### src/rtl/display_scan.sv
// display_scan: four-digit hex scanner with a prescaled digit select,
// a shadow buffer swapped in at frame boundaries, and leading-zero blanking.
module display_scan #(
   parameter int PRESCALE = 100000
) (
   input  logic        clk,
   input  logic        reset,
   input  logic        enable,
   input  logic        load,
   input  logic [15:0] data_in,
   input  logic        blank_lz,
   output logic [1:0]  sel,
   output logic [3:0]  nibble,
   output logic        blank,
   output logic        pending,
   output logic        tick,
   output logic        frame
);

   localparam int CW = (PRESCALE > 1) ? $clog2(PRESCALE) : 1;
   localparam logic [CW-1:0] LAST = CW'(PRESCALE - 1);

   logic [CW-1:0] count;
   logic [15:0]   display;
   logic [15:0]   shadow;
   logic          adv;
   logic          wrap;
   logic          z0;
   logic          z1;
   logic          z2;
   logic          zrun;

   assign adv  = enable && (count == LAST);
   assign wrap = adv && (sel == 2'd3);

   always_ff @(posedge clk) begin
      if (reset) begin
         count   <= '0;
         sel     <= 2'd0;
         display <= 16'h0000;
         shadow  <= 16'h0000;
         pending <= 1'b0;
         tick    <= 1'b0;
         frame   <= 1'b0;
      end else begin
         tick  <= adv;
         frame <= wrap;
         if (enable) begin
            if (adv) begin
               count <= '0;
               sel   <= sel + 2'd1;
            end else begin
               count <= count + CW'(1);
            end
         end
         if (load) begin
            shadow  <= data_in;
            pending <= 1'b1;
         end
         // A load landing on the wrap bypasses the shadow entirely.
         if (wrap) begin
            if (load) begin
               display <= data_in;
            end else if (pending) begin
               display <= shadow;
            end
            pending <= 1'b0;
         end
      end
   end

   assign z0 = (display[15:12] == 4'h0);
   assign z1 = z0 && (display[11:8] == 4'h0);
   assign z2 = z1 && (display[7:4] == 4'h0);

   always_comb begin
      nibble = 4'h0;
      zrun   = 1'b0;
      unique case (sel)
         2'd0: begin
            nibble = display[15:12];
            zrun   = z0;
         end
         2'd1: begin
            nibble = display[11:8];
            zrun   = z1;
         end
         2'd2: begin
            nibble = display[7:4];
            zrun   = z2;
         end
         2'd3: begin
            nibble = display[3:0];
            zrun   = 1'b0;
         end
      endcase
   end

   assign blank = !enable || (blank_lz && zrun);

endmodule

### config.mk
export PLATFORM = sky130hd
export DESIGN_NAME = display_scan
export DESIGN_NICKNAME = d
export VERILOG_FILES = /design/src/rtl/display_scan.sv
export SDC_FILE = /design/constraint.sdc
export NUM_CORES = 1
export LEC_CHECK = 0
export CORE_MARGIN = 3
export CORE_UTILIZATION = 50
export CTS_BUF_LIST = sky130_fd_sc_hd__clkbuf_16
export DETAILED_ROUTE_END_ITERATION = 16
export PLACE_DENSITY = 0.76
export SYNTH_ARGS = -nofsm -noshare
export SYNTH_HDL_FRONTEND = slang
export SYNTH_SLANG_ARGS = --single-unit
### constraint.sdc
create_clock -name clk -period 2.8 [get_ports clk]
set_input_delay 0.56 -clock clk [delete_from_list [all_inputs] [get_ports clk]]
set_output_delay 0.56 -clock clk [all_outputs]
set_load 0.02 [all_outputs]
After elaboration in Yosys (flattened, before gate mapping)

Index checks and enable logic that the tools add are counted.

Add/sub/neg operators: 2
Equality and inequality tests: 4
Muxes and demuxes: 5
Reduce and logical (&&, ||, !) cells: 15

Operator list:

| kind                  | count |
|---|---|
| $mux 16               | 2 |
| $add 17x1->17 const B | 1 |
| $eq 17x17->1 const B  | 1 |
| $mux 17               | 1 |
| $pmux 4 s4            | 1 |
| $logic_not 4->1       | 3 |
| $logic_and 1x1->1     | 5 |
| $eq 2x2->1 const B    | 2 |
| $pmux 1 s4            | 1 |
| $reduce_and 2->1      | 2 |
| $add 2x1->2 const B   | 1 |
| $eq 2x1->1 const B    | 1 |
| $logic_not 2->1       | 1 |
| $reduce_bool 2->1     | 1 |
| $reduce_or 2->1       | 1 |
| $logic_not 1->1       | 1 |
| $logic_or 1x1->1      | 1 |

Register bits: 54
Output and inout bits: 10
Word-level logic and storage cells: 33

Depth between registers and ports, before layout

Depth in word-level cells: 6
Gate-level depth with buffers: 7

Least setup slack after synthesis

Ideal clock, no wire load.

Path kind: input -> register
Start point: in enable
End point: reg display[10]
Arrival time: 2.473 ns
Path slack: 0.205 ns
Cell stages on the path: 7
Buffers on the path: 3
Cell sequence: buf_2 nand3_1 or4_1 or4b_1 buf_6 buf_8 mux2_4

Word-level cells in the longest chain between the ends: 3

Ends and longest elaborated chain:

| item                       | RTL line | source |
|---|---|---|
| start: declaration         | 8        | `input logic enable,` |
| $logic_and 1x1->1          | 33       | `assign adv = enable && (count == LAST);` |
| $logic_and 1x1->1          | 34       | `assign wrap = adv && (sel == 2'd3);` |
| $reduce_and 2->1 (no line) | --       |  |
| end signal: assignment     | 63       | `display <= data_in;` |
| end signal: assignment     | 65       | `display <= shadow;` |
| end: declaration           | 24       | `logic [15:0] display;` |

No other way between the ends.
A chain may end at the register's enable or synchronous reset.

Final worst setup path

Start point: in enable
End point: reg display[11]

The elaborated chain is that of the path after synthesis.

==> results.ini <==
[outcome]
status = completed

[grt]
grt_pass1_vias = 1797
grt_use_met1 = 0.232
antenna_found_initial = 0
grt_pass1_wl_mm = 7.99
grtUsageMet3 = 0.0277
grt_max_degree = 24
grt-ovfl-total = 0
grtUsageTotal = 0.183
grt.busiest_layer = met2
use_met2 = 0.301

[critical_path]
arrival_ps = 2820
worstSetupEndpointType = flop
critPathBufInv = 2
critPathLaunchType = primary input
crit_chain = clkdlybuf4s50_1 -> nand3_1 -> or4_1 -> or4b_1 -> buf_4 -> mux2_4
critPathMaxStageDelay_ps = 560
crit_type = in -> reg
cp_max_fo = 16
cp_top_family = simple AND/OR/NAND/NOR gates
crit_required_ps = 2980
worst_path_max_delay_cell = or4_1

[final_layout]
layout.nets = 305
fin_area_um2 = 2970
diodes = 0
fin_cells = 332
n_fill_cell = 357
drive_gt1_frac = 0.132
syn_to_final_growth_pct = 22.9

[floorplan]
dieArea_um2 = 5700
io-pin-count = 31
fp.coreArea_um2 = 4500
chipHeight_um = 75.5
die_w_um = 75.5
start_util = 0.536
rows = 24

[clock_tree]
cts_tree = yes
cts.sinks = 54
worstSkewPairLatency_ps = 290
cts-resized-gates = 0
ctsHoldBuffers = 0
path_clk_slew_ps = 70
numCtsBuffers = 5
clk_path_buf_depth = 2
postCtsSetupBuffers = 0
cts_root_buf = clkbuf_16
h-tree-depth = 2

[pwr]
pwr-share-clk = 0.438
max-vdd-ir-drop_v = 0.000301
p_seq_frac = 0.501
power_leakage_uw = 0.00124
p_per_area_nw_per_um2 = 534
switching_share = 0.206
total_power_uw = 1580
p_comb_frac = 0.061
p_int_uw = 1260
switchingPower_uw = 326

[drt]
via_per_inst = 5.46
ant_nets = 0
initialDrtViolationCount = 111
drtPass1Iterations = 4
drc_errors = 0
routedWlPerCell_um = 14.7
wirelength_mm = 4.89
vias = 1814

[placement]
dp.cells = 324
gp_congestion = 0.842
port_buffers = 30
dp_hpwl_mm = 3.52
placed_area_um2 = 2790
place_ws_ps = -130

[synthesis]
synth_cell_type_count = 36
async_reset_ff_frac = 0
seq_area_frac_synth = 0.448
netlist.area_leader.share = 0.448
syn_nets = 270
yosysTopAreaCell = dfxtp_1
yosys_warnings = 0
synth_area_um2 = 2410
synthTopCellsByArea = dfxtp_1 45%, mux2i_1 8.7%, mux2_4 6.2%
synth.most_common_cell = dfxtp_1
syn_area_per_cell_um2 = 9.89
synth_edf_count = 0
synth_ff_type = dfxtp_1
yosys-top-cells-count = 54 x dfxtp_1, 40 x nor2_1, 21 x mux2i_1, 12 x nor2b_1
syn_inst = 244
ys_seq_elements = 54

[timing]
setup_viol = 0
worstMarginPinSlew_ps = 369
fin_crit_ps = 2640
skew_ps = 6.86
timing.final.crit_share = 0.942
fmax_ghz = 0.379
setup_ws_ps = 161
final-max-slew-violation-count = 0
slew-limit-headroom = 0.754
finalSetupTns_ps = 0
rsz0062_at_grt = false
finalHoldViolations = 0

[worst_hold_path]
hold_class = reg -> reg

[run]
drv_cap = 0

[final timing paths]
path	startpoint	end	slack, ps	cells past startpoint
worst max-delay path	enable	display[11]	160	6
worst min-delay path	count[15]	count[15]	510	2
worst max register to register	count[1]	display[11]	280	6
worst min register to register	count[15]	count[15]	510	2
[flip-flops by register name, indices dropped and copies added (netlist names)]
name	cells
shadow	16
pending	1
sel	2
tick	1
count	17
frame	1
display	16
[stage by stage]
stage	utilization	hold WS (ps)
after floorplan	-	468
after global placement	0.619	491
after detailed placement	0.619	497
after CTS	0.656	508
after global routing	0.658	518
final	0.658	512
[placed cells by master, fill, tap and decap left out, types with 5 or more instances in the layout]
cell / n
inv_1: 9
buf_4: 10
nor4_1: 7
nor2b_1: 12
mux2_4: 10
mux2i_1: 21
clkdlybuf4s50_1: 26
nor2_1: 40
xnor2_1: 10
mux2_2: 7
nand2b_1: 6
nand2_1: 8
clkbuf_16: 5
nand4_1: 6
ha_1: 5
dfxtp_1: 54
[layout make-up]
| cell class | instances | area [µm²] | share of cell area |
|---|---|---|---|
| clock inverters | 3 | 41.3 | 0.0139 |
| inverters | 8 | 30.0 | 0.0101 |
| flip-flops and latches | 54 | 1080 | 0.365 |
| multi-input cells | 170 | 1240 | 0.417 |
| clock buffers | 5 | 125 | 0.0422 |
| repair buffers | 40 | 385 | 0.130 |
| well taps | 52 | 65.1 | 0.0219 |
[layer usage]
layer	share of wire	wire length, µm	vias up
met2	0.47	2310	49
met3	0.046	224	9
met1	0.46	2250	838
met4	0.022	106	0
met5	0	0	-
li1	-	-	918
[cells by family (layout without fill, tap and decap cells)]
| logic type | after synthesis | count (layout) | synth area share |
|---|---|---|---|
| xor+xnor | 13 | 13 | 0.0472 |
| fa+ha+maj | 5 | 5 | 0.0259 |
| compound gates | 15 | 15 | 0.0441 |
| flops | 54 | 54 | 0.448 |
| simple gates | 99 | 99 | 0.214 |
| buf+inv | 20 | 56 | 0.0394 |
| mux | 38 | 38 | 0.182 |
[worst min-delay path, stage by stage (launching register included)]
cell     delay (ps)
dfxtp_1         330
o21ai_0          80
a21oi_1          60
[power by group through the flow]
| stage | clock network (µW) | logic, µW | registers, µW |
|---|---|---|---|
| after global placement | 0 | 95.5 | 809 |
| after detailed placement | 0 | 97.6 | 810 |
| after CTS | 707 | 98.5 | 792 |
| final | 693 | 97.0 | 793 |
| after floorplan | 0 | 49.1 | 809 |
| after global routing | 727 | 107 | 794 |
No activity file was read; power rests on OpenSTA's default activity.
